[src/rtl/serial_sub_pkg.sv]
// rtl/serial_sub_pkg.sv - shared types and defaults for the bit-serial subtractor
package serial_sub_pkg;

    typedef enum logic [1:0] {
        IDLE  = 2'd0,
        SHIFT = 2'd1,
        DONE  = 2'd2
    } state_t;

    localparam int DEFAULT_WIDTH = 8;

endpackage

[src/rtl/full_subtractor.sv]
// rtl/full_subtractor.sv - combinational one-bit full-subtractor cell
module full_subtractor (
    input  logic a,
    input  logic b,
    input  logic bin,
    output logic d,
    output logic bout
);

    assign d    = a ^ b ^ bin;
    assign bout = (~a & b) | (~(a ^ b) & bin);

endmodule

[src/rtl/serial_subtractor.sv]
// rtl/serial_subtractor.sv - bit-serial two's-complement subtractor, LSB first
module serial_subtractor
    import serial_sub_pkg::*;
#(
    parameter int WIDTH = DEFAULT_WIDTH
) (
    input  logic             clk,
    input  logic             rst_n,
    input  logic             start,
    input  logic [WIDTH-1:0] a,
    input  logic [WIDTH-1:0] b,
    output logic             busy,
    output logic             done,
    output logic [WIDTH-1:0] diff,
    output logic             bout,
    output logic             overflow
);

    localparam int CW = (WIDTH > 1) ? $clog2(WIDTH) : 1;
    localparam logic [CW-1:0] LAST = CW'(WIDTH - 1);

    state_t           state;
    logic [CW-1:0]    cnt;
    logic             borrow;
    logic [WIDTH-1:0] a_sr;
    logic [WIDTH-1:0] b_sr;
    logic             a_msb;
    logic             b_msb;
    logic             cell_d;
    logic             cell_bo;

    full_subtractor u_cell (
        .a    (a_sr[0]),
        .b    (b_sr[0]),
        .bin  (borrow),
        .d    (cell_d),
        .bout (cell_bo)
    );

    assign busy = (state != IDLE);

    always_ff @(posedge clk or negedge rst_n) begin
        if (!rst_n) begin
            state    <= IDLE;
            cnt      <= '0;
            borrow   <= 1'b0;
            a_sr     <= '0;
            b_sr     <= '0;
            a_msb    <= 1'b0;
            b_msb    <= 1'b0;
            diff     <= '0;
            done     <= 1'b0;
            bout     <= 1'b0;
            overflow <= 1'b0;
        end else begin
            case (state)
                IDLE: begin
                    done <= 1'b0;
                    if (start) begin
                        a_sr   <= a;
                        b_sr   <= b;
                        a_msb  <= a[WIDTH-1];
                        b_msb  <= b[WIDTH-1];
                        borrow <= 1'b0;
                        cnt    <= '0;
                        diff   <= '0;
                        state  <= SHIFT;
                    end
                end
                SHIFT: begin
                    // Result bits enter at the MSB so the LSB lands at bit 0 after WIDTH shifts.
                    diff   <= {cell_d, diff[WIDTH-1:1]};
                    a_sr   <= a_sr >> 1;
                    b_sr   <= b_sr >> 1;
                    borrow <= cell_bo;
                    cnt    <= cnt + 1'b1;
                    if (cnt == LAST) begin
                        state    <= DONE;
                        done     <= 1'b1;
                        bout     <= cell_bo;
                        overflow <= (a_msb != b_msb) && (cell_d != a_msb);
                    end
                end
                DONE: begin
                    done  <= 1'b0;
                    state <= IDLE;
                end
                default: begin
                    done  <= 1'b0;
                    state <= IDLE;
                end
            endcase
        end
    end

endmodule

[config.mk]
export PLATFORM = sky130hd
export DESIGN_NAME = serial_subtractor
export DESIGN_NICKNAME = d
export VERILOG_FILES = /design/src/rtl/serial_sub_pkg.sv /design/src/rtl/full_subtractor.sv /design/src/rtl/serial_subtractor.sv
export SDC_FILE = /design/constraint.sdc
export NUM_CORES = 1
export LEC_CHECK = 0
export ABC_AREA = 0
export CAP_MARGIN = 20
export CORE_MARGIN = 2
export CORE_UTILIZATION = 30
export CTS_CLUSTER_SIZE = 30
export DETAILED_ROUTE_END_ITERATION = 7
export GPL_ROUTABILITY_DRIVEN = 0
export HOLD_SLACK_MARGIN = 0.08
export PLACE_DENSITY = 0.61
export SYNTH_ARGS = -nofsm -noshare
export SYNTH_HDL_FRONTEND = slang
export SYNTH_SLANG_ARGS = --single-unit
[constraint.sdc]
create_clock -name clk -period 3.2 [get_ports clk]
set_clock_uncertainty 0.15 [all_clocks]
set_input_delay 0.48 -clock clk [delete_from_list [all_inputs] [get_ports clk]]
set_output_delay 0.48 -clock clk [all_outputs]
set_load 0.02 [all_outputs]
### Word level (Yosys, flattened, before mapping)

Index checks and enable logic that the tools add are counted.

| word-level totals | value |
|---|---|
| flip-flop bits (word level) | 35 |
| bits of input ports | 19 |

| cells by class | value |
|---|---|
| mux-type cells | 15 |
| bitwise logic cells | 7 |
| $add $sub $neg | 1 |
| reduce and logical (&&, ||, !) cells | 8 |
| equality and inequality tests | 6 |

Operators with widths:

| kind | count |
|---|---|
| 8-bit one-hot mux with 2 select lines | 3 |
| 8-bit two-way mux | 3 |
| 2-bit AND reduction | 4 |
| 3-bit one-hot mux with 2 select lines | 1 |
| 2-bit two-way mux | 2 |
| 2-bit inequality test, second input constant | 2 |
| 2-bit one-hot mux with 2 select lines | 1 |
| 2-bit nonzero test | 2 |
| 3-bit by 1-bit adder with 3-bit output, second input constant | 1 |
| 3-bit equality test, second input constant | 1 |
| 1-bit two-way mux | 3 |
| 3-bit two-way mux | 1 |
| 1-bit bitwise AND | 2 |
| 2-bit by 1-bit equality test with 1-bit output, second input constant | 1 |
| 2-bit zero test | 1 |
| 1-bit inequality test | 2 |
| 1-bit NOT | 2 |
| 1-bit one-hot mux with 2 select lines | 1 |
| 1-bit bitwise XOR | 2 |
| 1-bit logical AND | 1 |
| 1-bit bitwise OR | 1 |

### Depth between registers and ports, before layout

| depth | value |
|---|---|
| word-level depth | 5 |
| gate-level depth with buffers | 5 |

### Hierarchy

Synthesis repeated with hierarchy kept, for this count alone.

| second synthesis, totals | value |
|---|---|
| cells, all modules | 142 |
| area total of the unflattened synthesis | 1577.8 µm² |

By module, submodules not included:

| module | instances | area each (µm²) | seq. area each (µm²) | cells each |
|---|---|---|---|---|
| serial_subtractor | 1 | 1546.5 | 875.8 | 138 |
| full_subtractor | 1 | 31.3 | 0.0 | 4 |

### Least setup slack after synthesis

Ideal clock, no wire load.

| timing | value |
|---|---|
| path type | register to output |
| from | register state[1] |
| to | output busy |
| slack | 1627 ps |
| cell stages (with the launch flop) | 3 |
| arrival | 943 ps |
| cell sequence | dfrtp_1 clkbuf_1 or2_2 |

| on the way | value |
|---|---|
| cells in the longest elaborated chain, start to end | 1 |

Ends and longest elaborated chain:

| element | line | text |
|---|---|---|
| start: declaration | serial_subtractor.sv:22 | `state_t state;` |
| start signal: assignment | serial_subtractor.sv:44 | `state <= IDLE;` |
| start signal: assignment | serial_subtractor.sv:67 | `state <= SHIFT;` |
| start signal: assignment | serial_subtractor.sv:78 | `state <= DONE;` |
| 2-bit nonzero test | serial_subtractor.sv:40 | `assign busy = (state != IDLE);` |
| end: declaration | serial_subtractor.sv:12 | `output logic busy,` |

Every way passes these cells.

### Worst setup path in the final report

| timing | value |
|---|---|
| from | input start |
| to | register b_msb |

| on the way | value |
|---|---|
| cells in the longest elaborated chain, start to end | 1 |

Ends and longest elaborated chain:

| element | line | text |
|---|---|---|
| start: declaration | serial_subtractor.sv:9 | `input logic start,` |
| 2-bit AND reduction (no line) | -- |  |
| end signal: assignment | serial_subtractor.sv:63 | `b_msb <= b[WIDTH-1];` |
| end: declaration | serial_subtractor.sv:28 | `logic b_msb;` |

Every way passes these cells.
A chain may end at the register's enable or synchronous reset.

==> results.md <==
* Hold Vio Cnt, Final at 0
* Maximum number of pins on one net before global-route repair at 36
* Outcome: complete, no violations
* Die outline area at a little under 0.006 mm2
* Count of H-tree levels built during CTS at 2
* Most instantiated flip-flop cell in the synthesis netlist: sky130_fd_sc_hd__dfrtp_1
* Sequential share of the synthesized area at 0.5578
* Horizontal die dimension at around 76 um
* Fraction of final layout cells sized beyond drive strength 1 at 0.08840
* Category of the worst setup path launch point: input port
* Total clock buffers created by CTS at 5
* Quantity of hold-fixing buffers added after cts at 0
* Die Span Y at between 70 and 80 um
* Detailed-router iteration count before antenna repair at 4
* Initial cell density of the core at 0.3094
* TritonCTS clock tree: done
* Synth Warn # at 0
* Total global routing track utilization at 0.1290
* Avg Inst Size Synth at between 10 and 15 um2
* Quantity of I/O buffers inserted on ports at 30
* Placeable core area at a little over 0.005 mm2
* Vias after detailed routing at 1,209
* Cell chosen for the clock root: sky130_fd_sc_hd__clkbuf_8
* Synthesis-to-layout area growth at 31.24%
* DRC violation count after routing at 0
* Share of flip-flops with an asynchronous set or reset at 1.000
* Maximum count of clock buffers along a single path at 2
* Number of antenna violations at the first check in global routing at 0
* Worst Tran Pin Value at 654.2 ps
* Total leakage power at slightly below 0.9 nW
* Post-Syn Instances at 146
* Ports at 31
* CP Capture Type: register
* Number of vias per cell at between 4 and 5
* # clock sinks at 35
* Synth top area cells: sky130_fd_sc_hd__dfrtp_1 (56%), sky130_fd_sc_hd__a22oi_1 (6.7%), sky130_fd_sc_hd__a22o_1 (5.6%), sky130_fd_sc_hd__nor2b_1 (5.6%), sky130_fd_sc_hd__o21ai_1 (4.8%)
* Remaining antenna violation count at 0
* Final setup TNS at 0 ps
* Detailed-placement wirelength estimate at between 2000 and 2500 um
* Post-CTS setup buffer count at 0
* Global route overflow at 0
* Crit Path Category: in2reg
* Final Non-Filler Cells at 251
* Util after Layout at 0.4061
* Post-CTS clock slew at the launch and capture registers of the worst setup and hold paths at around 60 ps
* Net count of the mapped netlist at about 170
* Part of the total power dissipated in combinational logic at 0.415
* Netlist area before placement at 0.001570 mm2
* Standard-cell row count at 26
* #FFs+latches synth at 35
* Drt wl/cell at approximately 13 um
* Net total in the final layout at a little over 200
* Sw Ratio at 0.3539
* Net switching power of the design at between 0.6 and 0.7 mW
* Type of the tightest min-delay check: reg2reg
* CP required at 3210 ps
* Cell-internal power at between 1 and 1.5 mW
* Area share of the leading cell type in the synthesized netlist at 0.5578
* Final-report setup violation count at 0
* Maximum fanout along the worst path at 16
* Max-cap viol count at 0
* Final critical-path required period at 2116 ps
* Share of total power in sequential cells at 0.398
* Wire length of the first global-routing pass at approximately 6000 um
* Skew-Pair Late Insertion Delay at between 200 and 300 ps
* Number of enable flip-flop cells after synthesis at 0
* Total power per unit cell area at 899.6 mW/mm2
* Resize count post-CTS at 0
* F_max at ~470 MHz
* Cells after DPL at approximately 240
* Max-Slew Margin vs Limit at 0.5625
* Number of diodes added for antenna fixing at 0
* Cell area after layout at 0.002061 mm2
* Pins Over Slew Limit at 0
* Vias in the first global route at ~1,200
* Final wirelength at around 3400 um
* Placed Area at 0.001961 mm2
* Share of total power in the clock network at 0.187
* Largest area contributor in the synthesized netlist: sky130_fd_sc_hd__dfrtp_1
* Final period utilization at 0.6613
* Peak supply drop at slightly below 0.0003 V
* Unrepaired setup endpoints after global routing: false
* Number of unique standard cell types used by synthesis at 23
* Iter 0 DRT Violations at slightly below 70
* WP data arrival at between 2000 and 2500 ps
cells by family after synthesis:
family	count (synthesis)	share of synthesized area
multiplexers	2	0.01434
buffers and inverters	13	0.03665
AND/OR/NAND/NOR	33	0.1187
adder cells (fa/ha/maj)	3	0.02868
AO/OA/AOI/OAI	60	0.2438
flip-flops	35	0.5578
cell usage in the layout, fill, tap and decap left out:
| cell type | instances |
|---|---|
| sky130_fd_sc_hd__or2_2 | 1 |
| sky130_fd_sc_hd__buf_4 | 6 |
| sky130_fd_sc_hd__and3b_1 | 1 |
| sky130_fd_sc_hd__nor2b_4 | 1 |
| sky130_fd_sc_hd__o21ai_1 | 15 |
| sky130_fd_sc_hd__nand3b_1 | 1 |
| sky130_fd_sc_hd__ha_1 | 2 |
| sky130_fd_sc_hd__nor2b_1 | 14 |
| sky130_fd_sc_hd__clkdlybuf4s50_1 | 30 |
| sky130_fd_sc_hd__clkbuf_8 | 7 |
| sky130_fd_sc_hd__dfrtp_1 | 35 |
| sky130_fd_sc_hd__nand2_1 | 9 |
| sky130_fd_sc_hd__fa_1 | 1 |
| sky130_fd_sc_hd__clkbuf_1 | 1 |
| sky130_fd_sc_hd__a22o_1 | 10 |
| sky130_fd_sc_hd__inv_1 | 4 |
| sky130_fd_sc_hd__a2bb2oi_1 | 1 |
| sky130_fd_sc_hd__a21oi_1 | 14 |
| sky130_fd_sc_hd__o21ai_0 | 5 |
| sky130_fd_sc_hd__and2b_1 | 1 |
| sky130_fd_sc_hd__mux2_1 | 2 |
| sky130_fd_sc_hd__nand2b_1 | 1 |
| sky130_fd_sc_hd__o21bai_2 | 1 |
| sky130_fd_sc_hd__nor2_1 | 4 |
| sky130_fd_sc_hd__a22oi_1 | 14 |
metal layers:
metal / global-route usage / vias up / part of all wire
met5: 0 / - / 0
met4: 0.04364 / 0 / 0.0083
met3: 0.04621 / 4 / 0.046
met2: 0.1832 / 26 / 0.44
met1: 0.1820 / 592 / 0.51
li1: - / 587 / -
area by class of cell:
cell class | instances | area, um2
tap | 70 | 87.58
multi-input combinational | 98 | 636.9
inverter | 4 | 15.01
fill | 528 | 3014
timing repair buffer | 36 | 345.3
sequential | 35 | 875.8
clock buffer | 8 | 100.1
worst max-delay path: stages:
cell                              delay (ps)
sky130_fd_sc_hd__clkdlybuf4s50_1         890
sky130_fd_sc_hd__nor2b_4                 270
sky130_fd_sc_hd__and2b_1                 160
sky130_fd_sc_hd__mux2_1                  330
power by group through the flow:
| stage | clock, mW | sequential [mW] | combinational (mW) |
|---|---|---|---|
| after floorplan | 0 | 0.799 | 0.428 |
| after global placement | 0 | 0.742 | 0.765 |
| after detailed placement | 0 | 0.745 | 0.776 |
| after CTS | 0.356 | 0.739 | 0.782 |
| after global routing | 0.383 | 0.765 | 0.866 |
| final | 0.347 | 0.738 | 0.770 |
synth_stat cells, types with 2 or more instances:
cell type and count:
sky130_fd_sc_hd__dfrtp_1 35, sky130_fd_sc_hd__o21ai_1 15, sky130_fd_sc_hd__a21oi_1 14, sky130_fd_sc_hd__a22oi_1 14, sky130_fd_sc_hd__nor2b_1 14, sky130_fd_sc_hd__a22o_1 10, sky130_fd_sc_hd__nand2_1 9, sky130_fd_sc_hd__buf_2 7
sky130_fd_sc_hd__o21ai_0 5, sky130_fd_sc_hd__inv_1 4, sky130_fd_sc_hd__nor2_1 4, sky130_fd_sc_hd__clkbuf_1 2, sky130_fd_sc_hd__ha_1 2, sky130_fd_sc_hd__mux2_1 2
final timing paths:
check / slack (ps) / to / depth (start not counted) / from
hold reg to reg: 330 / borrow$_DFFE_PN0P_ / 2 / borrow$_DFFE_PN0P_
hold / removal: 330 / borrow$_DFFE_PN0P_ / 2 / borrow$_DFFE_PN0P_
max in group asynchronous: 2130 / borrow$_DFFE_PN0P_ / 2 / rst_n
setup reg to reg: 1580 / overflow$_DFFE_PN0P_ / 5 / b_sr[0]$_DFFE_PN0P_
setup / recovery: 1080 / b_msb$_DFFE_PN0P_ / 4 / start
min in group asynchronous: 460 / state[0]$_DFFE_PN0P_ / 2 / rst_n
per-stage QoR:
stage	setup slack, ps	power [mW]	hold slack [ps]
3_3_place_gp	823.3	1.507	312.4
5_1_grt	984.2	2.015	374.0
3_5_place_dp	798.6	1.521	322.5
6_report	1084	1.854	329.5
2_1_floorplan	1627	1.227	34.41
4_1_cts	1080	1.877	336.6
registers in the layout (all words and copies together) (netlist names):
signal	count
a_msb	1
b_msb	1
a_sr	8
cnt	3
state	2
overflow	1
done	1
b_sr	8
borrow	1
bout	1
diff	8
No activity file was read; power rests on OpenSTA's default activity.
